### src/rtl/sap_alu_pkg.sv
// Shared types and constants for the SAP-1 ALU datapath blocks.
package sap_alu_pkg;

   // Widest operand any serial ALU cell in this area is built for.
   localparam int unsigned SUB_MAX_WIDTH = 32;

   // Serial subtractor control states.
   typedef enum logic [1:0] {
      StIdle  = 2'd0,
      StShift = 2'd1,
      StDone  = 2'd2
   } sub_state_e;

endpackage

### src/rtl/full_subtractor.sv
// One-bit full subtractor: d = a - b - bin, bout is the borrow into the next bit.
module full_subtractor (
   input  logic a,
   input  logic b,
   input  logic bin,
   output logic d,
   output logic bout
);

   assign d    = a ^ b ^ bin;
   // Borrow when a=0,b=1, or when a==b and a borrow is already pending.
   assign bout = (~a & b) | (~(a ^ b) & bin);

endmodule

### src/rtl/serial_subtractor.sv
// Bit-serial LSB-first subtractor: diff = a - b - borrow_in over WIDTH cycles using
// a single full_subtractor cell. Result, borrow and zero flag hold until the next start.
module serial_subtractor
   import sap_alu_pkg::*;
#(
   parameter int unsigned WIDTH = 8
) (
   input  logic             clk,
   input  logic             rst,
   input  logic             start,
   input  logic [WIDTH-1:0] a,
   input  logic [WIDTH-1:0] b,
   input  logic             borrow_in,
   output logic             busy,
   output logic             done,
   output logic [WIDTH-1:0] diff,
   output logic             borrow_out,
   output logic             zero
);

   localparam int unsigned CntW = (WIDTH > 1) ? $clog2(WIDTH) : 1;
   localparam logic [CntW-1:0] CntLast = CntW'(WIDTH - 1);

   sub_state_e state_q, state_d;

   logic [WIDTH-1:0] a_sh_q, a_sh_d;
   logic [WIDTH-1:0] b_sh_q, b_sh_d;
   logic [WIDTH-1:0] res_q, res_d;
   logic [WIDTH-1:0] diff_q, diff_d;
   logic [CntW-1:0]  cnt_q, cnt_d;
   logic             brw_q, brw_d;
   logic             borrow_out_q, borrow_out_d;
   logic             zero_q, zero_d;

   logic             cell_d;
   logic             cell_bout;
   logic             last_bit;
   logic [WIDTH-1:0] res_shifted;

   full_subtractor u_cell (
      .a    (a_sh_q[0]),
      .b    (b_sh_q[0]),
      .bin  (brw_q),
      .d    (cell_d),
      .bout (cell_bout)
   );

   assign last_bit    = (cnt_q == CntLast);
   // New bit enters at the MSB so the first (LSB) bit lands at bit 0 after WIDTH shifts.
   assign res_shifted = {cell_d, res_q[WIDTH-1:1]};

   // State register.
   always_ff @(posedge clk) begin
      if (rst) begin
         state_q <= StIdle;
      end else begin
         state_q <= state_d;
      end
   end

   // Next-state logic: start only honoured in idle.
   always_comb begin
      state_d = state_q;
      unique case (state_q)
         StIdle:  if (start) state_d = StShift;
         StShift: if (last_bit) state_d = StDone;
         StDone:  state_d = StIdle;
         default: state_d = StIdle;
      endcase
   end

   // Outputs: status decoded from the state register, results from holding registers.
   always_comb begin
      busy       = (state_q == StShift);
      done       = (state_q == StDone);
      diff       = diff_q;
      borrow_out = borrow_out_q;
      zero       = zero_q;
   end

   // Datapath next-state: capture on accept, shift one bit per cycle, latch result on last bit.
   always_comb begin
      a_sh_d       = a_sh_q;
      b_sh_d       = b_sh_q;
      res_d        = res_q;
      cnt_d        = cnt_q;
      brw_d        = brw_q;
      diff_d       = diff_q;
      borrow_out_d = borrow_out_q;
      zero_d       = zero_q;
      unique case (state_q)
         StIdle: begin
            if (start) begin
               a_sh_d = a;
               b_sh_d = b;
               brw_d  = borrow_in;
               cnt_d  = '0;
            end
         end
         StShift: begin
            a_sh_d = a_sh_q >> 1;
            b_sh_d = b_sh_q >> 1;
            brw_d  = cell_bout;
            res_d  = res_shifted;
            cnt_d  = cnt_q + 1'b1;
            if (last_bit) begin
               diff_d       = res_shifted;
               borrow_out_d = cell_bout;
               zero_d       = (res_shifted == '0);
            end
         end
         default: ;
      endcase
   end

   // Datapath registers.
   always_ff @(posedge clk) begin
      if (rst) begin
         a_sh_q       <= '0;
         b_sh_q       <= '0;
         res_q        <= '0;
         cnt_q        <= '0;
         brw_q        <= 1'b0;
         diff_q       <= '0;
         borrow_out_q <= 1'b0;
         zero_q       <= 1'b0;
      end else begin
         a_sh_q       <= a_sh_d;
         b_sh_q       <= b_sh_d;
         res_q        <= res_d;
         cnt_q        <= cnt_d;
         brw_q        <= brw_d;
         diff_q       <= diff_d;
         borrow_out_q <= borrow_out_d;
         zero_q       <= zero_d;
      end
   end

endmodule

### config.mk
export PLATFORM = sky130hd
export DESIGN_NAME = serial_subtractor
export DESIGN_NICKNAME = d
export VERILOG_FILES = /design/src/rtl/sap_alu_pkg.sv /design/src/rtl/full_subtractor.sv /design/src/rtl/serial_subtractor.sv
export SDC_FILE = /design/constraint.sdc
export NUM_CORES = 1
export LEC_CHECK = 0
export ABC_AREA = 1
export CAP_MARGIN = 20
export CORE_MARGIN = 3
export CORE_UTILIZATION = 52
export DETAILED_ROUTE_END_ITERATION = 7
export PLACE_DENSITY = 0.78
export REMOVE_ABC_BUFFERS = 1
export SYNTH_ARGS = -nofsm -noshare
export SYNTH_HDL_FRONTEND = slang
export SYNTH_SLANG_ARGS = --single-unit
### constraint.sdc
create_clock -name clk -period 1.7 [get_ports clk]
set_clock_uncertainty 0.05 [all_clocks]
set_input_delay 0.17 -clock clk [delete_from_list [all_inputs] [get_ports clk]]
set_output_delay 0.17 -clock clk [all_outputs]
set_load 0.005 [all_outputs]
Yosys cells after proc, flatten, opt, wreduce, memory -nomap -nowiden. Cells that the tools add are included. W data, S select, Z words.

Bitwise gates (word level): 7. Muxes and demuxes: 11. Shift operators: 0. $mul: 0. Div/mod/pow operators: 0. $add $sub $neg: 1. Order comparisons: 0. Eq/ne operators: 5. Reductions and logical operators: 6.

Operator list (number): $pmux W8 S2 (2); $mux W8 (2); $logic_not A8 Y1 (1); $pmux W3 S2 (1); $reduce_and A2 Y1 (3); $mux W2 (2); $pmux W2 S2 (1); $add A3 B1 Y3 const B (1); $eq A3 B3 Y1 const B (1); $mux W3 (1); $and A1 B1 Y1 (2); $eq A2 B1 Y1 const B (1); $eq A2 B2 Y1 const B (1); $logic_not A2 Y1 (1); $ne A2 B1 Y1 const B (1); $ne A2 B2 Y1 const B (1); $not A1 Y1 (2); $pmux W1 S2 (1); $reduce_bool A2 Y1 (1); $xor A1 B1 Y1 (2); $mux W1 (1); $or A1 B1 Y1 (1).

Memory bits (read-only): 0. Bits in writable memories: 0. Memories kept: 0. Latch bits: 0. Input port bits: 20. Output and inout port bits: 12. Bits in registers: 40.

Logic depth before layout (Yosys ltp).
Depth in word-level cells: 5. Depth in mapped cells: 7. Depth with buffers taken out: 7.

Modules after synthesis. From an unflattened synthesis, not the netlist that was laid out.

Cells, all modules: 269. Area, all modules: 1747.9 µm².

Modules (own cells, without submodules): serial_subtractor (area each 1716.6 µm², cells an instance 265, instances 1); full_subtractor (area each 31.3 µm², cells an instance 4, instances 1).

Least setup slack after synthesis. Ideal clock, no wire load.

Path type: register to register. Start: register b_sh_q[0]. End: register zero_q (netlist: zero). Stages on the path, launching flop included: 8. Data arrival time: 1153 ps. Data required time: 1533 ps. Setup slack: 380 ps. Cells stage by stage: dfxtp_1 > inv_1 > fa_1 > nor2_1 > nand2_1 > nor2_1 > nor2_1 > nor2_1.

Cells in the longest elaborated chain, start to end: 3.

RTL lines: start, declared (RTL line serial_subtractor.sv:27) `logic [WIDTH-1:0] b_sh_q, b_sh_d;`; start signal, assigned (RTL line serial_subtractor.sv:129) `b_sh_q <= b_sh_d;`; $xor A1 B1 Y1 (2 in a row) (RTL line full_subtractor.sv:10) `assign d = a ^ b ^ bin;`; named net cell_d (RTL line serial_subtractor.sv:35) `logic cell_d;`; $logic_not A8 Y1 (RTL line serial_subtractor.sv:109) `zero_d = (res_shifted == '0);`; end signal, assigned (RTL line serial_subtractor.sv:135) `zero_q <= zero_d;`; end, declared (RTL line serial_subtractor.sv:33) `logic zero_q, zero_d;`.

The timed path passes the listed nets, and every way through them passes these cells. A chain may end at the register's enable or synchronous reset.

Worst setup path in the final report.
Start: register state_q[0]. End: output busy.

Cells in the longest elaborated chain, start to end: 1.

RTL lines: start, declared (RTL line serial_subtractor.sv:24) `sub_state_e state_q, state_d;`; start signal, assigned (RTL line serial_subtractor.sv:55) `state_q <= StIdle;`; start signal, assigned (RTL line serial_subtractor.sv:57) `state_q <= state_d;`; $eq A2 B1 Y1 (RTL line serial_subtractor.sv:74) `busy = (state_q == StShift);`; end, declared (RTL line serial_subtractor.sv:14) `output logic busy,`.

No other way between the ends.

==> results.toml <==
[global_route]
grt_use_total_pct = 18.27
overflow = 0
antenna_found_initial = 0
first_global_vias = 1417
grt_max_degree = 26
grt_pass1_wl_um = 6251

[setup_path]
endpoint_kind = "primary output"
crit_end = "busy"
reg2reg_depth = 7
worst-path-max-fanout = 6
reg2reg_to = "zero$_SDFFE_PP0P_"
cp.required_ns = 1.48
rrSetupSlack_ns = 0.28
path_class = "flop to primary output"
setup.worst_path.start = "state_q[0]$_SDFFE_PP0P_"
arrival_ns = 1.43
cp-start-kind = "flop"
reg2reg_from = "b_sh_q[0]$_SDFFE_PP0P_"

[finish]
fill_cells = 296
stdcell_count = 322
finish.utilization_pct = 67.73
diodes = 0
area_growth_pct = 21.72
fin_nets = 298
drive_gt1_share_pct = 17.03

[clocking]
cts_root_buffer = "clkbuf_4"
numCtsBuffers = 5
cts.sinks = 39
cts_tree = "yes"
insertion_delay_ns = 0.36
holdBufCountCts = 0
ctsHtreeMaxLevel = 2
cts.path.max_buffers = 2
clkTransAtPathRegs_ns = 0.13

[sta]
slew_headroom_pct = 81.31
fin_tns_setup_ns = 0
fmax_mhz = 607.9
setup_viol = 0
min_period_over_period_pct = 96.77
slew_viol_final = 0
grt_setup_unrepaired = "false"
hold_viol = 0
finalCriticalPeriod_ns = 1.645
tightest_slew_ns = 0.2800

[synthesis]
yosys_warnings = 0
yosysMostFrequentCell = "dfxtp_1"
synth_edf_count = 0
yosys.area.top_type = "dfxtp_1"
synth_cell_types = 27
synth_cells = 243
synth_common_cells = "dfxtp_1, nand2_1, inv_1"
synth_top_area_share_pct = 41.08
synth_area_per_cell_sq_um = 7.821
synth_area_leaders = "dfxtp_1, nand2_1, inv_1"
ys.flop_type = "dfxtp_1"
synth_area_sq_um = 1901
synth_seq_cells = 39
async_flop_share_pct = 0
yosysSeqAreaShare_pct = 41.08

[die]
initial_utilization_pct = 55.64
core_sq_um = 3416
core.rowCount = 21
die_y_um = 66.46
die_x_um = 66.46
pin_count = 32
die-area_sq_um = 4416

[worst_hold_path]
hold_class = "primary input to flop"

[power]
peakVddDrop_mv = 0.5498
power_density_nw_per_um2 = 855.6
cellLeakagePower_nw = 1.013

[route]
ant_nets = 0
initialDrtViolationCount = 73
drc = 0
wl_um = 3567
routed_via_density = 4.832
routedWlPerCell_um = 11.08
first_pass_iters = 4
dr_total_vias = 1556

[status]
outcome = "finished clean"

[placed_design]
dp_hpwl_um = 2426
finalWeightedCongestion = 0.7792
dp_cells = 314
port_buffers = 31

[run]
drv_cap = 0
==> placed cells by master, fill, tap and decap left out, drive strengths merged <==
| cell type | synthesis | routed |
|---|---|---|
| a21oi | 21 | 21 |
| ha | 2 | 2 |
| o21a | 1 | 1 |
| nand2 | 42 | 42 |
| clkbuf | 2 | 5 |
| a211oi | 2 | 2 |
| inv | 39 | 39 |
| clkinv | 0 | 2 |
| nor2 | 35 | 35 |
| dlygate4sd2 | 0 | 1 |
| nand3 | 31 | 31 |
| o21ai | 19 | 19 |
| fa | 1 | 1 |
| bufinv | 0 | 1 |
| clkdlybuf4s50 | 0 | 30 |
| dfxtp | 39 | 39 |
| buf | 9 | 5 |
==> area by class of cell <==
type / instances / area [sq um] / area share, %
multi-input combinational: 154 / 878.3 / 37.97
inverter: 39 / 148.9 / 6.436
clock buffer: 5 / 37.54 / 1.622
tap: 46 / 57.56 / 2.488
clock inverter: 3 / 43.79 / 1.893
timing repair buffer: 36 / 359.1 / 15.52
sequential: 39 / 788.3 / 34.07
==> cells by family after synthesis <==
logic type               share of synthesized area, %
flip-flops                                      41.08
AND/OR/NAND/NOR                                 29.36
AO/OA/AOI/OAI                                   14.48
buffers and inverters                           12.71
adder cells (fa/ha/maj)                         2.370
==> through the flow <==
step / power (mW) / worst slack (ns) / hold WS (ns) / area, sq um
5_1_grt: 2.067 / 0.01040 / 0.3343 / 2313
6_report: 1.979 / 0.05499 / 0.3065 / 2313
3_5_place_dp: 1.365 / 0.2418 / 0.4054 / 2226
4_1_cts: 1.984 / 0.04311 / 0.3162 / 2313
3_3_place_gp: 1.358 / 0.2176 / 0.4005 / 2226
2_1_floorplan: 1.238 / 0.2015 / 0.1824 / 1808
==> sequential cells by signal (all words and copies together), names as in the netlist <==
signal	cells
a_sh_q	8
state_q	2
cnt_q	3
borrow_out	1
zero	1
res_q	7
b_sh_q	8
diff	8
brw_q	1
==> repair_timing <==
| action | 4_1_cts | 5_1_grt |
|---|---|---|
| buffers inserted | 0 | 0 |
| endpoints found under the setup margin | 2 | 0 |
| gates resized for setup | 5 | 0 |
==> report_power, final <==
part | leakage [nW] | internal (mW) | switching (mW) | total, mW
combinational | 0.647 | 0.155 | 0.183 | 0.338
clock | 0.0452 | 0.309 | 0.326 | 0.635
sequential | 0.321 | 0.967 | 0.0396 | 1.01
==> worst max-delay path, stage by stage (launching register included) <==
cell             delay, ns
dfxtp_4               0.44
inv_2                 0.06
nor2_4                0.08
clkdlybuf4s50_1       0.50
==> worst min-delay path by stage <==
stage / start / endpoint / slack (ns) / cells past startpoint
2_1_floorplan: rst / a_sh_q[0]$_SDFFE_PP0P_ / 0.18 / 1
3_3_place_gp: cnt_q[1]$_SDFFE_PP0P_ / cnt_q[1]$_SDFFE_PP0P_ / 0.40 / 2
3_5_place_dp: b_sh_q[1]$_SDFFE_PP0P_ / b_sh_q[1]$_SDFFE_PP0P_ / 0.41 / 2
4_1_cts: b[7] / b_sh_q[7]$_SDFFE_PP0P_ / 0.32 / 3
5_1_grt: b[7] / b_sh_q[7]$_SDFFE_PP0P_ / 0.33 / 3
6_report: b[7] / b_sh_q[7]$_SDFFE_PP0P_ / 0.31 / 3
==> layer usage <==
layer	up-vias	routed length, um	track usage, %
li1	827	-	-
met1	679	1681	22.73
met2	42	1577	29.74
met3	8	239	4.722
met4	0	68	7.614
met5	-	0	0
No activity file was read; power rests on OpenSTA's default activity.
